$ cat src/rtl/decoder.sv
// Token decoder: walks a 0-terminated code stream, looks each code up in the code table,
// and copies the matching vocabulary token to the output memory. Build option: DECODER_ERR_EN.
module decoder #(
    parameter int unsigned ADDR_WIDTH       = 4,
    parameter int unsigned VOCAB_ADDR_WIDTH = 4,
    parameter int unsigned DATA_WIDTH       = 8
) (
    input  logic                        clk,
    input  logic                        rst_n,
    input  logic                        cs,
    output logic                        done,
    output logic                        err,
    output logic [ADDR_WIDTH-1:0]       code_addr,
    input  logic [DATA_WIDTH-1:0]       code_dout,
    output logic [VOCAB_ADDR_WIDTH-1:0] table_addr,
    input  logic [DATA_WIDTH-1:0]       table_dout,
    output logic [VOCAB_ADDR_WIDTH-1:0] vocab_addr,
    input  logic [DATA_WIDTH-1:0]       vocab_dout,
    output logic [ADDR_WIDTH-1:0]       out_addr,
    output logic [DATA_WIDTH-1:0]       out_din,
    output logic                        out_we
);

    localparam logic [3:0] IDLE  = 4'd0;
    localparam logic [3:0] C_REQ = 4'd1;
    localparam logic [3:0] C_CHK = 4'd2;
    localparam logic [3:0] T_REQ = 4'd3;
    localparam logic [3:0] T_CHK = 4'd4;
    localparam logic [3:0] S_REQ = 4'd5;
    localparam logic [3:0] S_CHK = 4'd6;
    localparam logic [3:0] V_REQ = 4'd7;
    localparam logic [3:0] V_CHK = 4'd8;
    localparam logic [3:0] MISS  = 4'd9;
    localparam logic [3:0] TERM  = 4'd10;
    localparam logic [3:0] DONE  = 4'd11;

    localparam logic [ADDR_WIDTH-1:0]       A_ONE = ADDR_WIDTH'(1);
    localparam logic [VOCAB_ADDR_WIDTH-1:0] V_ONE = VOCAB_ADDR_WIDTH'(1);

    logic [3:0]                  state, state_n;
    logic [ADDR_WIDTH-1:0]       a_code, a_code_n;
    logic [ADDR_WIDTH-1:0]       a_out, a_out_n;
    logic [VOCAB_ADDR_WIDTH-1:0] a_tab, a_tab_n;
    logic [VOCAB_ADDR_WIDTH-1:0] a_voc, a_voc_n;
    logic [VOCAB_ADDR_WIDTH-1:0] idx, idx_n;
    logic [VOCAB_ADDR_WIDTH-1:0] skip_cnt, skip_cnt_n;
    logic [DATA_WIDTH-1:0]       code_r, code_r_n;
    logic                        done_n, err_n, out_we_n;
    logic [ADDR_WIDTH-1:0]       out_addr_n;
    logic [DATA_WIDTH-1:0]       out_din_n;

    // Memory read addresses come straight from the walking address registers.
    assign code_addr  = a_code;
    assign table_addr = a_tab;
    assign vocab_addr = a_voc;

    // State and datapath registers.
    always_ff @(posedge clk or negedge rst_n) begin
        if (!rst_n) begin
            state    <= IDLE;
            a_code   <= '0;
            a_out    <= '0;
            a_tab    <= '0;
            a_voc    <= '0;
            idx      <= '0;
            skip_cnt <= '0;
            code_r   <= '0;
            done     <= 1'b0;
            err      <= 1'b0;
            out_we   <= 1'b0;
            out_addr <= '0;
            out_din  <= '0;
        end else begin
            state    <= state_n;
            a_code   <= a_code_n;
            a_out    <= a_out_n;
            a_tab    <= a_tab_n;
            a_voc    <= a_voc_n;
            idx      <= idx_n;
            skip_cnt <= skip_cnt_n;
            code_r   <= code_r_n;
            done     <= done_n;
            err      <= err_n;
            out_we   <= out_we_n;
            out_addr <= out_addr_n;
            out_din  <= out_din_n;
        end
    end

    // Next state and next register values; write strobes are prepared one cycle ahead.
    always_comb begin
        state_n    = state;
        a_code_n   = a_code;
        a_out_n    = a_out;
        a_tab_n    = a_tab;
        a_voc_n    = a_voc;
        idx_n      = idx;
        skip_cnt_n = skip_cnt;
        code_r_n   = code_r;
        done_n     = done;
        err_n      = err;
        out_we_n   = 1'b0;
        out_addr_n = out_addr;
        out_din_n  = out_din;

        case (state)
            IDLE: begin
                if (cs) state_n = C_REQ;
            end
            C_REQ: state_n = C_CHK;
            C_CHK: begin
                if (code_dout == '0) begin
                    out_we_n   = 1'b1;
                    out_din_n  = '0;
                    out_addr_n = a_out;
                    state_n    = TERM;
                end else begin
                    code_r_n = code_dout;
                    a_tab_n  = '0;
                    state_n  = T_REQ;
                end
            end
            T_REQ: state_n = T_CHK;
            T_CHK: begin
                if (table_dout == code_r) begin
                    idx_n      = a_tab;
                    a_voc_n    = '0;
                    skip_cnt_n = '0;
                    state_n    = (a_tab == '0) ? V_REQ : S_REQ;
                end else if (a_tab == '1) begin
                    state_n = MISS;
                end else begin
                    a_tab_n = a_tab + V_ONE;
                    state_n = T_REQ;
                end
            end
            S_REQ: state_n = S_CHK;
            S_CHK: begin
                // Count token terminators until idx tokens have been passed.
                a_voc_n = a_voc + V_ONE;
                state_n = S_REQ;
                if (vocab_dout == '0) begin
                    skip_cnt_n = skip_cnt + V_ONE;
                    if ((skip_cnt + V_ONE) == idx) state_n = V_REQ;
                end
            end
            V_REQ: state_n = V_CHK;
            V_CHK: begin
                if (vocab_dout != '0) begin
                    out_we_n   = 1'b1;
                    out_din_n  = vocab_dout;
                    out_addr_n = a_out;
                    a_voc_n    = a_voc + V_ONE;
`ifdef DECODER_ERR_EN
                    // The character that would wrap the output is replaced by the terminator.
                    if (a_out == '1) begin
                        err_n     = 1'b1;
                        out_din_n = '0;
                        state_n   = TERM;
                    end else begin
                        a_out_n = a_out + A_ONE;
                        state_n = V_REQ;
                    end
`else
                    a_out_n = a_out + A_ONE;
                    state_n = V_REQ;
`endif
                end else begin
                    a_code_n = a_code + A_ONE;
                    state_n  = C_REQ;
                end
            end
            MISS: begin
`ifdef DECODER_ERR_EN
                err_n = 1'b1;
`endif
                a_code_n = a_code + A_ONE;
                state_n  = C_REQ;
            end
            TERM: begin
                done_n  = 1'b1;
                state_n = DONE;
            end
            DONE: state_n = DONE;
            default: state_n = IDLE;
        endcase
    end

endmodule

$ cat config.mk
export PLATFORM = sky130hd
export DESIGN_NAME = decoder
export DESIGN_NICKNAME = d
export VERILOG_FILES = /design/src/rtl/decoder.sv
export SDC_FILE = /design/constraint.sdc
export NUM_CORES = 1
export LEC_CHECK = 0
export BUFFER_PORTS_ARGS = -buffer_cell sky130_fd_sc_hd__buf_4
export CAP_MARGIN = 20
export CORE_MARGIN = 2
export CORE_UTILIZATION = 50
export DETAILED_ROUTE_END_ITERATION = 12
export GPL_ROUTABILITY_DRIVEN = 0
export PLACE_DENSITY = 0.81
export REMOVE_ABC_BUFFERS = 1
export SYNTH_ARGS = -nofsm -noshare
export SYNTH_HDL_FRONTEND = slang
export SYNTH_SLANG_ARGS = --single-unit
$ cat constraint.sdc
create_clock -name clk -period 2.35 [get_ports clk]
set_input_delay 0.3525 -clock clk [delete_from_list [all_inputs] [get_ports clk]]
set_output_delay 0.3525 -clock clk [all_outputs]
set_load 0.01 [all_outputs]
==> flow_summary.toml <==
[final_layout]
final.fill_count = 403
antenna_cells = 0
fin_nets = 324
area_delta_synth_final_pct = 24.2
layoutNonFillerInstCount = 359
drive_gt1_share_pct = 28.8

[global_route]
antenna_found_initial = 0
grt_pass1_vias = 1911
grt_max_degree = 51
grt_pass1_wl_mm = 8.78
grtUsageTotal_pct = 20.8
grt_overflow = 0

[yosys]
ys_seq_elements = 50
syn-cell-area_um2 = 2450
ys_warn_count = 0
synthFlopType = "dfrtp_1"
ys_types = 48
synth-edff-count = 0
synthCells = 233
avgSynthCellArea_um2 = 10.5
async_flop_share_pct = 100
ys_seq_area_share_pct = 51.0

[cts]
clockBufferDepth = 2
cts.sinks = 50
cts.clk_slew.worst_paths_ns = 0.09
hold_buffers = 0
htree_levels = 2
postCtsResizedCells = 0
cts_buffers = 5
post_cts_buffers = 0
clk_latency_ns = 0.30
cts_tree = "yes"
root_buffer = "clkbuf_8"

[power_and_ir_drop]
powerDensity_nw_per_um2 = 1090
vdd_drop_max_uv = 548
p_leak_nw = 1.47
pwr-share-clk_pct = 17.8
pwr-share-seq_pct = 43.8
p_switching_mw = 1.18
combPwrFrac_pct = 38.4
power.internal_mw = 2.14
p_sw_share_pct = 35.4

[floorplan]
num_io_pins = 54
rows = 25
core_um2 = 4720
start_util_pct = 52.0
fp.dieArea_um2 = 5490
die-width_um = 74.1
die_h_um = 74.1

[placement]
hpwl_mm = 3.85
place_inst = 351
io_buffers = 52

[sta]
worst-slew-pin-transition_ns = 0.904
rsz0062_at_grt = "false"
period_minus_slack_ns = 2.09
fmax_mhz = 477
min_period_over_period_pct = 89.1
setup_viol = 0
hold_viol = 0
setup_tns_ns = 0
fin_skew_ns = 0.00758
slew-limit-headroom_pct = 39.5
drv_slew = 0

[critical_path]
critPathCapture = "out_addr[3]$_DFFE_PN0P_"
reg2reg_depth = 4
path_max_fanout = 13
critical_path.startpoint_type = "flop"
cp-startpoint = "state[0]$_DFFE_PN0P_"
cp.arrival_ns = 2.29
reg2reg_slack_ns = 0.26
worstReg2RegEnd = "out_addr[3]$_DFFE_PN0P_"
criticalPathCategory = "reg -> reg"
r2r-start = "state[0]$_DFFE_PN0P_"
end_kind = "flop"
cp.required_ns = 2.54

[hold_path]
worstHoldPathType = "in -> async"

[run_status]
status = "complete, no violations"

[drt]
num_vias = 1952
final_antenna_net_count = 0
drt_wl_total_mm = 5.21
dr.first_iter.drc_count = 121
wl_per_cell_um = 14.5
vias_per_cell = 5.44
drc_errors = 0
firstDrtPassIters = 4

[run]
maxCapViolCount = 0
==> how the worst min path moves through the flow <==
stage	end	start	cells after the start
floorplan	a_out[0]$_DFFE_PN0P_	rst_n	0
finish	out_we$_DFF_PN0_	rst_n	1
CTS	a_out[0]$_DFFE_PN0P_	rst_n	1
global placement	out_addr[3]$_DFFE_PN0P_	rst_n	1
global route	out_addr[3]$_DFFE_PN0P_	rst_n	1
detailed placement	out_we$_DFF_PN0_	rst_n	1
==> power by group through the flow <==
stage / sequential, mW / combinational (mW) / clock [mW]
final: 1.45 / 1.27 / 0.592
after global routing: 1.49 / 1.42 / 0.640
after CTS: 1.45 / 1.28 / 0.605
after detailed placement: 1.46 / 1.27 / 0
after global placement: 1.44 / 1.23 / 0
after floorplan: 1.50 / 0.644 / 0
==> synth_stat cells, types with 3 or more instances <==
| cell type | instances | area [um2] |
|---|---|---|
| nand4_1 | 6 | 37.5 |
| buf_4 | 5 | 37.5 |
| nor4_1 | 3 | 18.8 |
| nor2_1 | 12 | 45.0 |
| or3_1 | 3 | 18.8 |
| mux2_2 | 8 | 90.1 |
| inv_1 | 6 | 22.5 |
| o21ai_0 | 7 | 35.0 |
| ha_1 | 6 | 75.1 |
| a21oi_1 | 7 | 35.0 |
| nand2_1 | 37 | 139 |
| a22o_1 | 8 | 70.1 |
| clkbuf_1 | 3 | 11.3 |
| nor3_1 | 3 | 15.0 |
| xor2_1 | 6 | 52.6 |
| xnor2_1 | 16 | 140 |
| nand3_1 | 5 | 25.0 |
| dfrtp_1 | 50 | 1250 |
| and2_1 | 3 | 18.8 |
| nand2b_1 | 4 | 25.0 |
==> placed cells by master, fill, tap and decap left out, drive strengths merged, types with 2 or more instances in the layout <==
cell type | netlist | routed
nor2 | 12 | 12
nor4 | 5 | 5
nand2b | 4 | 4
nor2b | 2 | 2
or3 | 3 | 3
a22o | 8 | 8
o31ai | 2 | 2
nand4 | 6 | 6
nand2 | 37 | 37
o21ai | 8 | 8
nand3 | 5 | 5
dfrtp | 50 | 50
xnor2 | 16 | 16
a21oi | 9 | 9
inv | 6 | 6
buf | 7 | 61
clkbuf | 3 | 6
xor2 | 6 | 6
and2 | 3 | 3
ha | 6 | 6
mux2 | 9 | 9
nor3 | 5 | 5
a31oi | 2 | 2
==> worst max-delay path, cell delays in order, from the launching register on <==
cell	delay [ns]
dfrtp_1	0.51
nand2b_1	0.24
nor4_1	0.11
nor2_1	0.71
mux2_2	0.41
==> stage by stage <==
stage / setup WS [ns] / area (um2) / util (%) / hold WS, ns / power [mW]
finish: 0.256 / 3050 / 64.5 / 0.0585 / 3.32
global route: 0.0880 / 3050 / 64.5 / 0.105 / 3.55
global placement: 0.202 / 2940 / 62.2 / 0.404 / 2.67
detailed placement: 0.111 / 2940 / 62.2 / 0.404 / 2.73
CTS: 0.269 / 3050 / 64.5 / 0.0684 / 3.34
floorplan: 0.266 / 2400 / - / 0.0569 / 2.14
==> layout make-up <==
| cell class | instances | area, um2 | share of cell area [%] |
|---|---|---|---|
| clock buffer | 6 | 72.6 | 2.38 |
| clock inverter | 2 | 37.5 | 1.23 |
| inverter | 6 | 22.5 | 0.739 |
| multi-input combinational | 167 | 1120 | 36.8 |
| sequential | 50 | 1250 | 41.1 |
| tap | 67 | 83.8 | 2.75 |
| timing repair buffer | 61 | 458 | 15.0 |
==> logic make-up (layout without fill, tap and decap cells) <==
kind of cell             after synthesis  after routing  synth area share, %
AND/OR/NAND/NOR                       88             88                 18.4
flip-flops                            50             50                 51.0
AO/OA/AOI/OAI                         40             40                 11.6
XOR/XNOR                              22             22                 7.85
buffers and inverters                 16             75                 3.31
multiplexers                          10             10                 4.69
adder cells (fa/ha/maj)                6              6                 3.06
other                                  1              1                0.153
==> routing by layer <==
layer | up-vias | track usage, % | wire length, um
met5 | - | 0 | 0
met4 | 0 | 6.87 | 63
met3 | 7 | 4.88 | 323
met2 | 75 | 34.6 | 2460
met1 | 941 | 26.9 | 2360
li1 | 929 | - | -
==> state kept, by name, indices dropped and copies added, names as in the netlist <==
register / cells
out_addr: 4
out_we: 1
vocab_addr: 4
idx: 4
code_r: 8
skip_cnt: 4
code_addr: 4
done: 1
table_addr: 4
state: 4
out_din: 8
a_out: 4
Power figures use the tool's default switching activity.
